==> src/rtl/uart_rx_pkg.sv <==
// Shared types and constants for the UART receive sequencer.
// The state encoding and sampling offsets live here so every RX block agrees on them.
package uart_rx_pkg;

   localparam int DATA_WIDTH_DEF = 8;

   // The sampler's majority vote is registered two edges past mid-bit; the
   // stop checker's verdict becomes visible one edge after its strobe.
   localparam int STROBE_OFS  = 2;
   localparam int ERR_CHK_OFS = 1;

   typedef enum logic [2:0] {
      IDLE    = 3'd0,
      START   = 3'd1,
      DATA    = 3'd2,
      PARITY  = 3'd3,
      STOP    = 3'd4,
      ERR_CHK = 3'd5
   } rxState_e;

endpackage

==> src/rtl/uart_rx_ctrl_if.sv <==
// Signal bundle between the RX sequencer and its serial line, checkers and datapath.
// The slave side is the sequencer; the master side is whatever surrounds it.
interface uart_rx_ctrl_if #(
   parameter int PRESCALE_W = 6
);
   logic                  RX_IN;
   logic                  PAR_EN;
   logic [PRESCALE_W-1:0] Prescale;
   logic                  strt_glitch;
   logic                  par_err;
   logic                  stp_err;
   logic                  dat_samp_en;
   logic [PRESCALE_W-1:0] edge_cnt;
   logic [3:0]            bit_cnt;
   logic                  strt_chk_en;
   logic                  par_chk_en;
   logic                  stp_chk_en;
   logic                  deser_en;
   logic                  data_valid;

   modport master (
      output RX_IN, PAR_EN, Prescale, strt_glitch, par_err, stp_err,
      input  dat_samp_en, edge_cnt, bit_cnt, strt_chk_en, par_chk_en,
             stp_chk_en, deser_en, data_valid
   );

   modport slave (
      input  RX_IN, PAR_EN, Prescale, strt_glitch, par_err, stp_err,
      output dat_samp_en, edge_cnt, bit_cnt, strt_chk_en, par_chk_en,
             stp_chk_en, deser_en, data_valid
   );

endinterface

==> src/rtl/uart_rx_edge_bit_cnt.sv <==
// Oversampling edge counter and frame bit counter for the RX sequencer.
// The edge count wraps at prescale-1 and carries into the bit count; clr has priority.
module uart_rx_edge_bit_cnt
   import uart_rx_pkg::*;
#(
   parameter int PRESCALE_W = 6
) (
   input  logic                  clk,
   input  logic                  rst,
   input  logic                  cnt_en,
   input  logic                  clr,
   input  logic [PRESCALE_W-1:0] prescale_i,
   output logic [PRESCALE_W-1:0] edge_cnt_o,
   output logic [3:0]            bit_cnt_o,
   output logic                  last_edge_o
);

   logic [PRESCALE_W-1:0] edgeCnt_q, edgeCnt_d;
   logic [3:0]            bitCnt_q, bitCnt_d;
   logic                  atLastEdge;

   // A prescale of zero makes the compare value all ones, so the counter still wraps.
   assign atLastEdge  = (edgeCnt_q == prescale_i - PRESCALE_W'(1));
   assign last_edge_o = atLastEdge;
   assign edge_cnt_o  = edgeCnt_q;
   assign bit_cnt_o   = bitCnt_q;

   always_comb begin
      edgeCnt_d = edgeCnt_q;
      bitCnt_d  = bitCnt_q;
      if (clr) begin
         edgeCnt_d = '0;
         bitCnt_d  = '0;
      end else if (cnt_en) begin
         if (atLastEdge) begin
            edgeCnt_d = '0;
            bitCnt_d  = bitCnt_q + 4'd1;
         end else begin
            edgeCnt_d = edgeCnt_q + PRESCALE_W'(1);
         end
      end
   end

   always_ff @(posedge clk or posedge rst) begin
      if (rst) begin
         edgeCnt_q <= '0;
         bitCnt_q  <= '0;
      end else begin
         edgeCnt_q <= edgeCnt_d;
         bitCnt_q  <= bitCnt_d;
      end
   end

endmodule

==> src/rtl/uart_rx_ctrl.sv <==
// UART receive sequencer: walks start, data, optional parity and stop bits,
// strobes the checkers and deserializer, and flags each good frame with data_valid.
module uart_rx_ctrl
   import uart_rx_pkg::*;
#(
   parameter int DATA_WIDTH = DATA_WIDTH_DEF,
   parameter int PRESCALE_W = 6
) (
   input logic           CLK,
   input logic           RST,
   uart_rx_ctrl_if.slave bus
);

   rxState_e              state_q, state_d;
   logic                  parEn_q, parEn_d;
   logic [PRESCALE_W-1:0] prescale_q, prescale_d;
   logic                  dataValid_q, dataValid_d;

   logic [PRESCALE_W-1:0] edgeCnt;
   logic [PRESCALE_W-1:0] strobePt;
   logic [PRESCALE_W-1:0] errChkPt;
   logic [3:0]            bitCnt;
   logic                  lastEdge;
   logic                  cntEn;
   logic                  cntClr;
   logic                  atStrobe;
   logic                  stopExit;

   assign strobePt = (prescale_q >> 1) + PRESCALE_W'(STROBE_OFS);
   assign errChkPt = strobePt + PRESCALE_W'(ERR_CHK_OFS);
   assign atStrobe = (edgeCnt == strobePt);
   // The wrap term only matters for out-of-range prescales where S+1 is never reached.
   assign stopExit = (edgeCnt == errChkPt) || lastEdge;

   uart_rx_edge_bit_cnt #(
      .PRESCALE_W (PRESCALE_W)
   ) u_cnt (
      .clk         (CLK),
      .rst         (RST),
      .cnt_en      (cntEn),
      .clr         (cntClr),
      .prescale_i  (prescale_q),
      .edge_cnt_o  (edgeCnt),
      .bit_cnt_o   (bitCnt),
      .last_edge_o (lastEdge)
   );

   assign bus.edge_cnt   = edgeCnt;
   assign bus.bit_cnt    = bitCnt;
   assign bus.data_valid = dataValid_q;

   always_ff @(posedge CLK or posedge RST) begin
      if (RST) begin
         state_q     <= IDLE;
         parEn_q     <= 1'b0;
         prescale_q  <= '0;
         dataValid_q <= 1'b0;
      end else begin
         state_q     <= state_d;
         parEn_q     <= parEn_d;
         prescale_q  <= prescale_d;
         dataValid_q <= dataValid_d;
      end
   end

   // Frame settings are captured only when a start bit is accepted, so they
   // stay fixed for the whole frame. The verdict is captured on the way into
   // ERR_CHK, which makes the data_valid pulse coincide with that state.
   always_comb begin
      state_d     = state_q;
      parEn_d     = parEn_q;
      prescale_d  = prescale_q;
      dataValid_d = 1'b0;
      case (state_q)
         IDLE: begin
            if (!bus.RX_IN) begin
               state_d    = START;
               parEn_d    = bus.PAR_EN;
               prescale_d = bus.Prescale;
            end
         end
         START: begin
            if (lastEdge) state_d = bus.strt_glitch ? IDLE : DATA;
         end
         DATA: begin
            if (lastEdge && (bitCnt == 4'(DATA_WIDTH))) state_d = parEn_q ? PARITY : STOP;
         end
         PARITY: begin
            if (lastEdge) state_d = STOP;
         end
         STOP: begin
            if (stopExit) begin
               state_d     = ERR_CHK;
               dataValid_d = !bus.stp_err && !(parEn_q && bus.par_err);
            end
         end
         ERR_CHK: begin
            if (!bus.RX_IN) begin
               state_d    = START;
               parEn_d    = bus.PAR_EN;
               prescale_d = bus.Prescale;
            end else begin
               state_d = IDLE;
            end
         end
         default: state_d = IDLE;
      endcase
   end

   // Strobes decode purely from state and counters so reset silences them at once.
   always_comb begin
      cntEn           = 1'b0;
      cntClr          = 1'b0;
      bus.dat_samp_en = 1'b0;
      bus.strt_chk_en = 1'b0;
      bus.deser_en    = 1'b0;
      bus.par_chk_en  = 1'b0;
      bus.stp_chk_en  = 1'b0;
      case (state_q)
         START: begin
            cntEn           = 1'b1;
            cntClr          = lastEdge && bus.strt_glitch;
            bus.dat_samp_en = 1'b1;
            bus.strt_chk_en = atStrobe;
         end
         DATA: begin
            cntEn           = 1'b1;
            bus.dat_samp_en = 1'b1;
            bus.deser_en    = atStrobe;
         end
         PARITY: begin
            cntEn           = 1'b1;
            bus.dat_samp_en = 1'b1;
            bus.par_chk_en  = atStrobe;
         end
         STOP: begin
            cntEn           = 1'b1;
            bus.dat_samp_en = 1'b1;
            bus.stp_chk_en  = atStrobe;
         end
         default: cntClr = 1'b1;
      endcase
   end

endmodule

==> src/flat_wrapper.sv <==
// flat-port wrapper written by rule: the top's interface ports become plain ports
module uart_rx_ctrl_flat import uart_rx_pkg::*;
#(
   parameter int DATA_WIDTH = DATA_WIDTH_DEF,
   parameter int PRESCALE_W = 6
)
  (CLK, RST, bus_RX_IN, bus_PAR_EN, bus_Prescale, bus_strt_glitch, bus_par_err, bus_stp_err, bus_dat_samp_en, bus_edge_cnt, bus_bit_cnt, bus_strt_chk_en, bus_par_chk_en, bus_stp_chk_en, bus_deser_en, bus_data_valid);
  uart_rx_ctrl_if #(.PRESCALE_W(PRESCALE_W)) bus_i ();
  input logic CLK;
  input logic RST;
  input wire logic [$bits(bus_i.RX_IN)-1:0] bus_RX_IN;
  input wire logic [$bits(bus_i.PAR_EN)-1:0] bus_PAR_EN;
  input wire logic [$bits(bus_i.Prescale)-1:0] bus_Prescale;
  input wire logic [$bits(bus_i.strt_glitch)-1:0] bus_strt_glitch;
  input wire logic [$bits(bus_i.par_err)-1:0] bus_par_err;
  input wire logic [$bits(bus_i.stp_err)-1:0] bus_stp_err;
  output wire logic [$bits(bus_i.dat_samp_en)-1:0] bus_dat_samp_en;
  output wire logic [$bits(bus_i.edge_cnt)-1:0] bus_edge_cnt;
  output wire logic [$bits(bus_i.bit_cnt)-1:0] bus_bit_cnt;
  output wire logic [$bits(bus_i.strt_chk_en)-1:0] bus_strt_chk_en;
  output wire logic [$bits(bus_i.par_chk_en)-1:0] bus_par_chk_en;
  output wire logic [$bits(bus_i.stp_chk_en)-1:0] bus_stp_chk_en;
  output wire logic [$bits(bus_i.deser_en)-1:0] bus_deser_en;
  output wire logic [$bits(bus_i.data_valid)-1:0] bus_data_valid;
  assign bus_i.RX_IN = bus_RX_IN;
  assign bus_i.PAR_EN = bus_PAR_EN;
  assign bus_i.Prescale = bus_Prescale;
  assign bus_i.strt_glitch = bus_strt_glitch;
  assign bus_i.par_err = bus_par_err;
  assign bus_i.stp_err = bus_stp_err;
  assign bus_dat_samp_en = bus_i.dat_samp_en;
  assign bus_edge_cnt = bus_i.edge_cnt;
  assign bus_bit_cnt = bus_i.bit_cnt;
  assign bus_strt_chk_en = bus_i.strt_chk_en;
  assign bus_par_chk_en = bus_i.par_chk_en;
  assign bus_stp_chk_en = bus_i.stp_chk_en;
  assign bus_deser_en = bus_i.deser_en;
  assign bus_data_valid = bus_i.data_valid;
  uart_rx_ctrl #(.DATA_WIDTH(DATA_WIDTH), .PRESCALE_W(PRESCALE_W)) u_core (.CLK(CLK), .RST(RST), .bus(bus_i));
endmodule
==> config.mk <==
export PLATFORM = sky130hd
export DESIGN_NAME = uart_rx_ctrl_flat
export DESIGN_NICKNAME = d
export VERILOG_FILES = /design/src/rtl/uart_rx_pkg.sv /design/src/rtl/uart_rx_ctrl_if.sv /design/src/rtl/uart_rx_edge_bit_cnt.sv /design/src/rtl/uart_rx_ctrl.sv /design/src/flat_wrapper.sv
export SDC_FILE = /design/constraint.sdc
export NUM_CORES = 1
export LEC_CHECK = 0
export CAP_MARGIN = 0
export CORE_MARGIN = 5
export CORE_UTILIZATION = 50
export DETAILED_ROUTE_END_ITERATION = 10
export PLACE_DENSITY = 0.8
export REMOVE_ABC_BUFFERS = 1
export SYNTH_ARGS = -nofsm -noshare
export SYNTH_HDL_FRONTEND = slang
export SYNTH_SLANG_ARGS = --single-unit
export TNS_END_PERCENT = 30
==> constraint.sdc <==
create_clock -name CLK -period 4.61 [get_ports CLK]
set_clock_uncertainty 0.05 [all_clocks]
set_input_delay 0.922 -clock CLK [delete_from_list [all_inputs] [get_ports CLK]]
set_output_delay 0.922 -clock CLK [all_outputs]
set_load 0.02 [all_outputs]
# Yosys cells after proc, flatten, opt, wreduce, memory -nomap -nowiden
# Cells that the tools add are included.
word_totals:
  latchBits: 0
  output_inout_bits: 16
  ram_bits: 0
  register_bits: 21
  memories: 0
  rom_bits: 0
  word_cells: 65
  input_bits: 13
op_classes:
  eq_ne: 14
  n_reduce_logical: 16
  order_cmp: 0
  n_mul: 0
  bitwise_logic: 1
  n_shift: 0
  n_div: 0
  n_addsub: 5
  n_mux: 23
op_table:
  columns: ["operator", "count"]
  rows:
  - ["$eq 6x6->1", 3]
  - ["$mux 3", 6]
  - ["$mux 6", 3]
  - ["$pmux 3 s6", 1]
  - ["$add 6x1->6 const B", 2]
  - ["$mux 4", 3]
  - ["$mux 1", 8]
  - ["$ne 2x1->1 const B", 4]
  - ["$add 5x2->6 const B", 1]
  - ["$eq 3x2->1 const B", 2]
  - ["$eq 3x3->1 const B", 2]
  - ["$sub 6x1->6 const B", 1]
  - ["$reduce_and 5->1", 1]
  - ["$add 4x1->4 const B", 1]
  - ["$eq 4x4->1 const B", 1]
  - ["$logic_and 1x1->1", 4]
  - ["$reduce_and 2->1", 2]
  - ["$reduce_bool 2->1", 2]
  - ["$reduce_or 4->1", 1]
  - ["$eq 3x1->1 const B", 1]
  - ["$logic_not 3->1", 1]
  - ["$reduce_or 3->1", 1]
  - ["$logic_not 1->1", 2]
  - ["$mux 2", 1]
  - ["5 further kinds", 5]

# Longest topological paths before layout
depth:
  ltp_word: 6
  depth_mapped: 8
  ltp_nobuf: 8

# By module
# A second synthesis with hierarchy kept.
hier_totals:
  cells_unflattened: 162
  hier_area_um2: 1540.2
by_module_without_submodules:
  columns: ["module", "n_inst", "area_each_um2", "seq_area_each_um2", "cells_each"]
  rows:
  - ["uart_rx_ctrl", 1, 810.8, 275.3, 84]
  - ["uart_rx_edge_bit_cnt", 1, 729.4, 250.2, 78]

# Worst setup path after synthesis
# No wires, ideal clock.
synth_timing:
  kind: "reg-to-output"
  from: "register u_core.prescale_q[2]"
  to: "output bus_deser_en"
  required_ps: 3638
  path_stages_with_launch: 7
  arrival_ps: 1902
  path_slack_ps: 1736
  cell_sequence: "dfrtp_1 > inv_1 > ha_1 > xor2_1 > nor4_1 > nand2_1 > nor3_1"
synth_via:
  elab_chain_len: 3
synth_rtl:
  columns: ["item", "line_no", "rtl"]
  rows:
  - ["start, declared", "uart_rx_ctrl.sv:16", "logic [PRESCALE_W-1:0] prescale_q, prescale_d;"]
  - ["start signal, assigned", "uart_rx_ctrl.sv:61", "prescale_q <= prescale_d;"]
  - ["$add 5x2->6", "uart_rx_ctrl.sv:29", "assign strobePt = (prescale_q >> 1) + PRESCALE_W'(STROBE_OFS);"]
  - ["$eq 6x6->1", "uart_rx_ctrl.sv:31", "assign atStrobe = (edgeCnt == strobePt);"]
  - ["$mux 1", "uart_rx_ctrl.sv:119", "case (state_q)"]
  - ["end, declared", "flat_wrapper.sv:23", "output wire logic [$bits(bus_i.deser_en)-1:0] bus_deser_en;"]
# Every way passes these cells.

# Worst setup path after layout
layout_timing:
  from: "register u_core.prescale_q[2]"
  to: "output bus_strt_chk_en"
layout_via:
  elab_chain_len: 3
layout_rtl:
  columns: ["item", "line_no", "rtl"]
  rows:
  - ["$add 5x2->6", "uart_rx_ctrl.sv:29", null]
  - ["$eq 6x6->1", "uart_rx_ctrl.sv:31", null]
  - ["$mux 1", "uart_rx_ctrl.sv:119", null]
  - ["end, declared", "flat_wrapper.sv:20", "output wire logic [$bits(bus_i.strt_chk_en)-1:0] bus_strt_chk_en;"]
# Every way passes these cells.

==> results.py <==
metrics = {
    "synthesis": {
        "synth_ff_type": "dfrtp_1",
        "synth.most_common_cell": "dfrtp_1",
        "syn_avg_cell_area_um2": 9.42,
        "synth_area_um2": 1590,
        "synth_seq_cells": 21,
        "seq_area_frac_synth_pct": 33.0,
        "synth_edf_count": 0,
        "synth.distinct_cells": 44,
        "synth.top_cell.area_share_pct": 33.0,
        "synth_cells": 169,
        "synthArstFlopShare_pct": 100,
        "ys_top_cells_by_area": "dfrtp_1 (33%), ha_1 (7.9%), xnor2_1 (6.1%), xor2_1 (6.1%), mux2_2 (5.0%)",
        "synth_commonest_cells": "dfrtp_1 (21), nor2_1 (13), nand2_1 (12)",
        "yosys_warnings": 0,
        "yosys.area.top_type": "dfrtp_1",
    },
    "global_route": {
        "grt_pass1_wl_um": 5920,
        "antenna_found_initial": 0,
        "grt_max_degree": 22,
        "grt-ovfl-total": 0,
        "grt_pass1_vias": 1295,
        "grt_use_total_pct": 17.3,
    },
    "setup_path": {
        "cp-end-kind": "output pin",
        "crit_family": "buffers and inverters",
        "cp-start-kind": "flop",
        "cpPeakStageDelay_ns": 0.63,
        "crit_required_ns": 3.64,
        "critPathKind": "reg2out",
        "reg2reg_to": "u_core.state_q[0]$_DFFE_PP0P_",
        "worstPathMaxFanout": 7,
        "path_buf_inv": 2,
        "r2r_cells": 8,
        "crit_start": "u_core.prescale_q[2]$_DFFE_PP0P_",
        "r2r_slack_ns": 2.29,
        "cp_slowest_cell": "clkdlybuf4s50_1",
        "r2r-start": "u_core.prescale_q[2]$_DFFE_PP0P_",
        "cp.arrival_ns": 2.72,
        "crit_chain": "inv_1, ha_1, xor2_1, nor4_1, nand2_1, nor3_1, clkdlybuf4s50_1",
    },
    "detailed_routing": {
        "final_antenna_net_count": 0,
        "vias_per_cell": 5.65,
        "wl_um": 3510,
        "via_count": 1345,
        "routedWlPerCell_um": 14.7,
        "first_pass_iters": 4,
        "drc": 0,
        "first_iter_violations": 63,
    },
    "status": {
        "outcome": "finished, final reports clean",
    },
    "cells_and_area": {
        "n_fill_cell": 269,
        "drive_gt1_share_pct": 11.3,
        "antennaDiodeCount": 0,
        "area.growth.synth_to_final_pct": 19.6,
        "nets": 218,
    },
    "sta": {
        "fmax_mhz": 271,
        "tightest_slew_ns": 0.791,
        "max_slew_margin_pct": 47.2,
        "period_share_pct": 80.2,
        "final-max-slew-violation-count": 0,
        "finalHoldViolCount": 0,
        "finalCriticalPeriod_ns": 3.69,
        "rsz0062_at_grt": "no",
        "setup_tns_ns": 0,
        "whs_ns": 0.505,
        "setup_viol": 0,
    },
    "power_and_ir_drop": {
        "p_sw_w": 0.0000620,
        "power.leakage_nw": 0.769,
        "comb_power_share_pct": 5.4,
        "clock_power_share_pct": 31.0,
        "ir_worst_vdd_mv": 0.223,
        "p_seq_share_pct": 63.6,
        "swShare_pct": 21.4,
        "power.density_nw_per_um2": 152,
        "p_int_w": 0.000228,
    },
    "clock_tree": {
        "cts-resized-gates": 0,
        "cts_num_sinks": 21,
        "postCtsSetupBuffers": 0,
        "numCtsBuffers": 3,
        "cts_buffer_depth": 2,
        "tritoncts": "built",
        "cts.reportedPaths.clkPinSlew_ns": 0.11,
        "cts_hold_buf": 0,
        "htreeDepth": 1,
        "clock_latency_ns": 0.31,
        "clockRootBuffer": "clkbuf_4",
    },
    "min_path": {
        "hp-class": "reg2reg",
        "holdCritStartpoint": "u_core.parEn_q$_DFFE_PP0P_",
        "hold_depth": 1,
        "min_to": "u_core.bus.data_valid$_DFF_PP0_",
    },
    "placement": {
        "place.gp.congestion": 0.845,
        "numPortBuffers": 28,
        "dpl.hpwl_um": 2740,
    },
    "flow_run": {
        "maxCapViolations": 0,
    },
    "floorplan": {
        "row_count": 20,
        "pin_count": 29,
        "core_um2": 3050,
        "initial_utilization_pct": 52.1,
        "die_w_um": 66.4,
        "fp.dieH_um": 66.4,
        "fp.dieArea_um2": 4410,
    },
}
how the worst max path moves through the flow:
stage          cells past startpoint              end
2_1_floorplan                      6     bus_deser_en
3_3_place_gp                       7   bus_par_chk_en
3_5_place_dp                       7     bus_deser_en
4_1_cts                            7     bus_deser_en
5_1_grt                            8  bus_strt_chk_en
6_report                           7  bus_strt_chk_en
power groups by stage:
| stage | logic, W | clock network, W | registers, W |
|---|---|---|---|
| floorplan | 0.00000430 | 0 | 0.000188 |
| global placement | 0.0000160 | 0 | 0.000188 |
| detailed placement | 0.0000162 | 0 | 0.000188 |
| CTS | 0.0000163 | 0.0000945 | 0.000184 |
| global route | 0.0000175 | 0.000103 | 0.000184 |
| finish | 0.0000158 | 0.0000897 | 0.000184 |
kinds of logic after synthesis:
family	share of synthesized area [%]
simple gates	20.2
xor+xnor	13.1
flops	33.0
compound gates	12.3
fa+ha+maj	8.49
buf+inv	5.74
mux	7.15
sequential cells by signal (all words and copies together), names as in the netlist:
register	flops
u_core.u_cnt.edge_cnt_o	6
u_core.prescale_q	6
u_core.parEn_q	1
u_core.state_q	3
u_core.bus.data_valid	1
u_core.u_cnt.bit_cnt_o	4
placed cells by master (no fill, tap or decap), drive strengths merged, types with 2 or more instances in the layout:
cell type	count
xnor2	12
mux2	8
a31oi	2
xor2	11
nor2	14
a31o	2
nand3	10
nor2b	2
nor4	3
ha	10
nand4	2
dfrtp	21
a32o	2
nand2b	2
nor3b	2
clkbuf	4
nand2	12
mux2i	2
a21oi	3
clkdlybuf4s50	28
inv	11
o21ai	7
o31ai	2
nor3	9
area by class of cell:
class,instances,area (um2),area share (%)
Inverter,11,41.3,2.17
Sequential cell,21,526,27.6
Multi-Input combinational cell,130,975,51.2
Timing Repair Buffer,28,280,14.7
Clock buffer,4,26.3,1.38
Tap cell,44,55.1,2.89
worst register-to-register path, cell delays in order (launching register included):
cell and delay (ns):
dfrtp_1 0.47, inv_1 0.20, ha_1 0.21, nor4b_2 0.23, xnor2_1 0.17, nand4b_2 0.18
nor2_4 0.27, mux2_4 0.34, a32oi_2 0.14
metrics by stage:
step | cells | power [W] | instance area, um2 | setup slack, ns | utilization [%]
after floorplan | 162 | 0.000192 | 1540 | 1.73 | -
after global placement | 234 | 0.000204 | 1880 | 1.35 | 61.5
after detailed placement | 234 | 0.000204 | 1880 | 1.30 | 61.5
after CTS | 238 | 0.000295 | 1900 | 0.929 | 62.3
after global routing | 238 | 0.000304 | 1900 | 0.677 | 62.3
final | 238 | 0.000290 | 1900 | 0.915 | 62.3
metal layers:
metal	up-vias	GRT usage, %	wire [um]
met5	-	0	0
met4	0	7.11	79
met3	10	3.57	175
met2	47	29.1	1700
met1	645	21.2	1550
li1	643	-	-
(Power assumes the default switching activity.)
==> patch 1: new RTL, same settings <==
`PRESCALE_W` is set to 6 in 4 places; all go to 12.
--- a/src/rtl/uart_rx_ctrl_if.sv
+++ b/src/rtl/uart_rx_ctrl_if.sv
@@ -3,3 +3,3 @@
 interface uart_rx_ctrl_if #(
-   parameter int PRESCALE_W = 6
+   parameter int PRESCALE_W = 12
 );
--- a/src/rtl/uart_rx_edge_bit_cnt.sv
+++ b/src/rtl/uart_rx_edge_bit_cnt.sv
@@ -5,3 +5,3 @@
 #(
-   parameter int PRESCALE_W = 6
+   parameter int PRESCALE_W = 12
 ) (
--- a/src/rtl/uart_rx_ctrl.sv
+++ b/src/rtl/uart_rx_ctrl.sv
@@ -6,3 +6,3 @@
    parameter int DATA_WIDTH = DATA_WIDTH_DEF,
-   parameter int PRESCALE_W = 6
+   parameter int PRESCALE_W = 12
 ) (
--- a/src/flat_wrapper.sv
+++ b/src/flat_wrapper.sv
@@ -4,3 +4,3 @@
    parameter int DATA_WIDTH = DATA_WIDTH_DEF,
-   parameter int PRESCALE_W = 6
+   parameter int PRESCALE_W = 12
 )
Interface: changed (resized bus_Prescale and bus_edge_cnt); port bits go from 29 to 41. No check against the original RTL was run, so the function may have changed too.
==> patch 1 against the original RTL <==
Maximum frequency down 12%. First-iteration DRC count grew to 4.0 times the old value. Synthesized area is 86% higher. Final area up 81%. Routed wire length rose by 100%. Worst hold slack better by 0.046 ns. Sequential cell count increased by 12. Setup slack lost 0.52 ns.
Power is left out: it rests on default switching activity, and per cell area and clock period it moved more than threefold.
==> patch 1: results (changes against the original RTL) <==
Status -> finished, final reports clean
Post-route insts no fill -> 443 (+86%)
Top cells by count, synth -> dfrtp_1 (33), xnor2_1 (30), nor2_1 (26)
Final critical-path required period -> 4.22 ns (+0.523 ns)
Clk slew on worst S/H paths -> 0.07 ns (-0.04 ns)
Post-Place Cells -> 435 (+86%)
Seq/Total Area, Yosys -> 0.279 (-0.0515)
Multiplexer share of the synthesized area -> 0.0528 (-0.0188)
Vias per cell -> 5.91 (+4.7%)
Met2 usage in global routing -> 0.332 (+0.0408)
Worst EP arrival -> 3.25 ns (+0.53 ns)
CTS Buf Count -> 5 (+2)
Nets@finish -> 395 (+81%)
Met3 WL -> 317 um (+81%)
GR Layer Usage met3 -> 0.0360 (+0.000237)
CP peak stage delay -> 0.65 ns (+0.02 ns)
Synth area leaders -> dfrtp_1 (28%), xnor2_1 (8.9%), mux2_2 (4.9%), xor2_1 (3.8%), ha_1 (3.8%)
Worst skew pair latency -> 0.29 ns (-0.02 ns)
DRC marker count from the first detailed-route iteration -> 251 (+300%)
Crit Path Max Fanout -> 11 (+4)
Measured slew at the worst slew-check pin -> 0.887 ns (+0.0965 ns)
DP Area -> 3360 um2 (+79%)
Largest net degree at the start of global routing -> 25 (+14%)
Routing usage on met1 -> 0.262 (+0.0506)
GPL Wtd Cong -> 0.884 (+4.6%)
Vias in the first global route -> 2583 (+99%)
Top cell family by delay on the critical path -> simple AND/OR/NAND/NOR gates
XOR/XNOR share of the synthesized area -> 0.133 (+0.00131)
R2R Setup Slk -> 1.18 ns (-1.11 ns)
Root Driver -> clkbuf_8
Fraction of layout cells with a size suffix above 1 -> 0.109 (-0.00471)
-- patch 1: worst paths after layout --
path | start | to | cells past startpoint
max | u_core.prescale_q[3] | bus_strt_chk_en | 9
min | u_core.parEn_q | u_core.parEn_q | 1
max reg2reg | u_core.prescale_q[2] | u_core.u_cnt.edge_cnt_o[8] | 9
min reg2reg | u_core.parEn_q | u_core.parEn_q | 1
max in group asynchronous | RST | u_core.prescale_q[9] | 3
min in group asynchronous | RST | u_core.u_cnt.edge_cnt_o[2] | 2
-- patch 1: cell type report --
class / instances / area, um2
Inverter: 17 / 63.8
Tap cell: 75 / 93.8
Clock inverter: 2 / 10.0
Fill cell: 517 / 2410
Sequential cell: 33 / 828
Timing Repair Buffer: 43 / 423
Clock buffer: 6 / 72.6
Multi-Input combinational cell: 267 / 1950
==> patch 2: new RTL, config.mk and constraints unchanged <==
Without the edit above. Re-encode `rxState_e` (6 states) as one-hot, 6 bits wide.
--- a/src/rtl/uart_rx_pkg.sv
+++ b/src/rtl/uart_rx_pkg.sv
@@ -11,9 +11,9 @@
 
-   typedef enum logic [2:0] {
-      IDLE    = 3'd0,
-      START   = 3'd1,
-      DATA    = 3'd2,
-      PARITY  = 3'd3,
-      STOP    = 3'd4,
-      ERR_CHK = 3'd5
+   typedef enum logic [5:0] {
+      IDLE    = 6'b000001,
+      START   = 6'b000010,
+      DATA    = 6'b000100,
+      PARITY  = 6'b001000,
+      STOP    = 6'b010000,
+      ERR_CHK = 6'b100000
    } rxState_e;
Behaviour: no difference found for any inputs over 10 cycles, from zero or initial values and one cycle with RST high; not proved beyond that.
==> patch 2 against the original RTL <==
Synthesized area increased by 11%. Final area grew 8.1%. Setup slack better by 0.078 ns. Routed wire length up 12%. Sequential cell count increased by 3. Die area is 9.6% higher. Register-to-register slack got worse by 0.49 ns. Largest cell class unchanged.
Power is left out: it rests on default switching activity, and per cell area and clock period it moved more than threefold.
==> patch 2: results (changes against the original RTL) <==
Top cells by count, synth -> dfrtp_1 (23), xnor2_1 (18), nor2_1 (15)
Library cells used by synthesis -> 47 (+6.8%)
DP HPWL -> 2920 um (+6.3%)
Final setup margin -> 0.993 ns (+0.0780 ns)
Fill count -> 279 (+3.7%)
Post-Place Setup Slack -> 1.38 ns (+0.0777 ns)
Fraction of layout cells with a size suffix above 1 -> 0.0459 (-0.0675)
DRC marker count from the first detailed-route iteration -> 90 (+43%)
Hold Slack -> 0.542 ns (+0.0377 ns)
Worst skew pair latency -> 0.33 ns (+0.02 ns)
Worst EP arrival -> 2.64 ns (-0.08 ns)
Post-route insts no fill -> 264 (+11%)
Hold Startpoint -> u_core.u_cnt.bit_cnt_o[3]
Setup crit start -> u_core.prescale_q[3]
R2R depth -> 7 (-1)
Routing usage on met1 -> 0.233 (+0.0209)
Crit Path Max Fanout -> 6 (-1)
Met2 wire len -> 1800 um (+5.9%)
Met2 usage in global routing -> 0.271 (-0.0200)
Largest net degree at the start of global routing -> 25 (+14%)
R2R Setup Slk -> 1.80 ns (-0.49 ns)
Synth area leaders -> dfrtp_1 (32%), xnor2_1 (8.9%), ha_1 (7.1%), xor2_1 (4.4%), nor2_1 (3.2%)
Wire length on met1 -> 1780 um (+15%)
Vias in the first global route -> 1444 (+12%)
DR vias -> 1504 (+12%)
Status -> finished, final reports clean
Nets@finish -> 242 (+11%)
==> patch 2: cell count changes after synthesis, moves of 3 or more <==
| cell | change |
|---|---|
| a21oi_1 | +3 |
| buf_2 | +5 |
| clkbuf_1 | +4 |
| mux2_2 | -4 |
| o2111ai_1 | +3 |
| o21ai_0 | +5 |
| xnor2_1 | +7 |
==> patch 2: final cells by class <==
type | count | area (um2) | area share
Clock buffer | 4 | 26.3 | 0.0128
Inverter | 12 | 45.0 | 0.0219
Multi-Input combinational cell | 150 | 1050 | 0.509
Tap cell | 46 | 57.6 | 0.0280
Timing Repair Buffer | 28 | 280 | 0.136
Sequential cell | 24 | 602 | 0.293
==> patch 2: kinds of logic (layout without fill, tap and decap cells) <==
family	Yosys count	after routing	synth area share
AOI/OAI and AO/OA	34	34	0.128
xor gates and xnor gates	27	27	0.133
adders and majority gates	10	10	0.0706
buffers and inverters	27	44	0.0706
DFF	24	24	0.339
muxes	4	4	0.0247
and+or+nand+nor	75	75	0.234
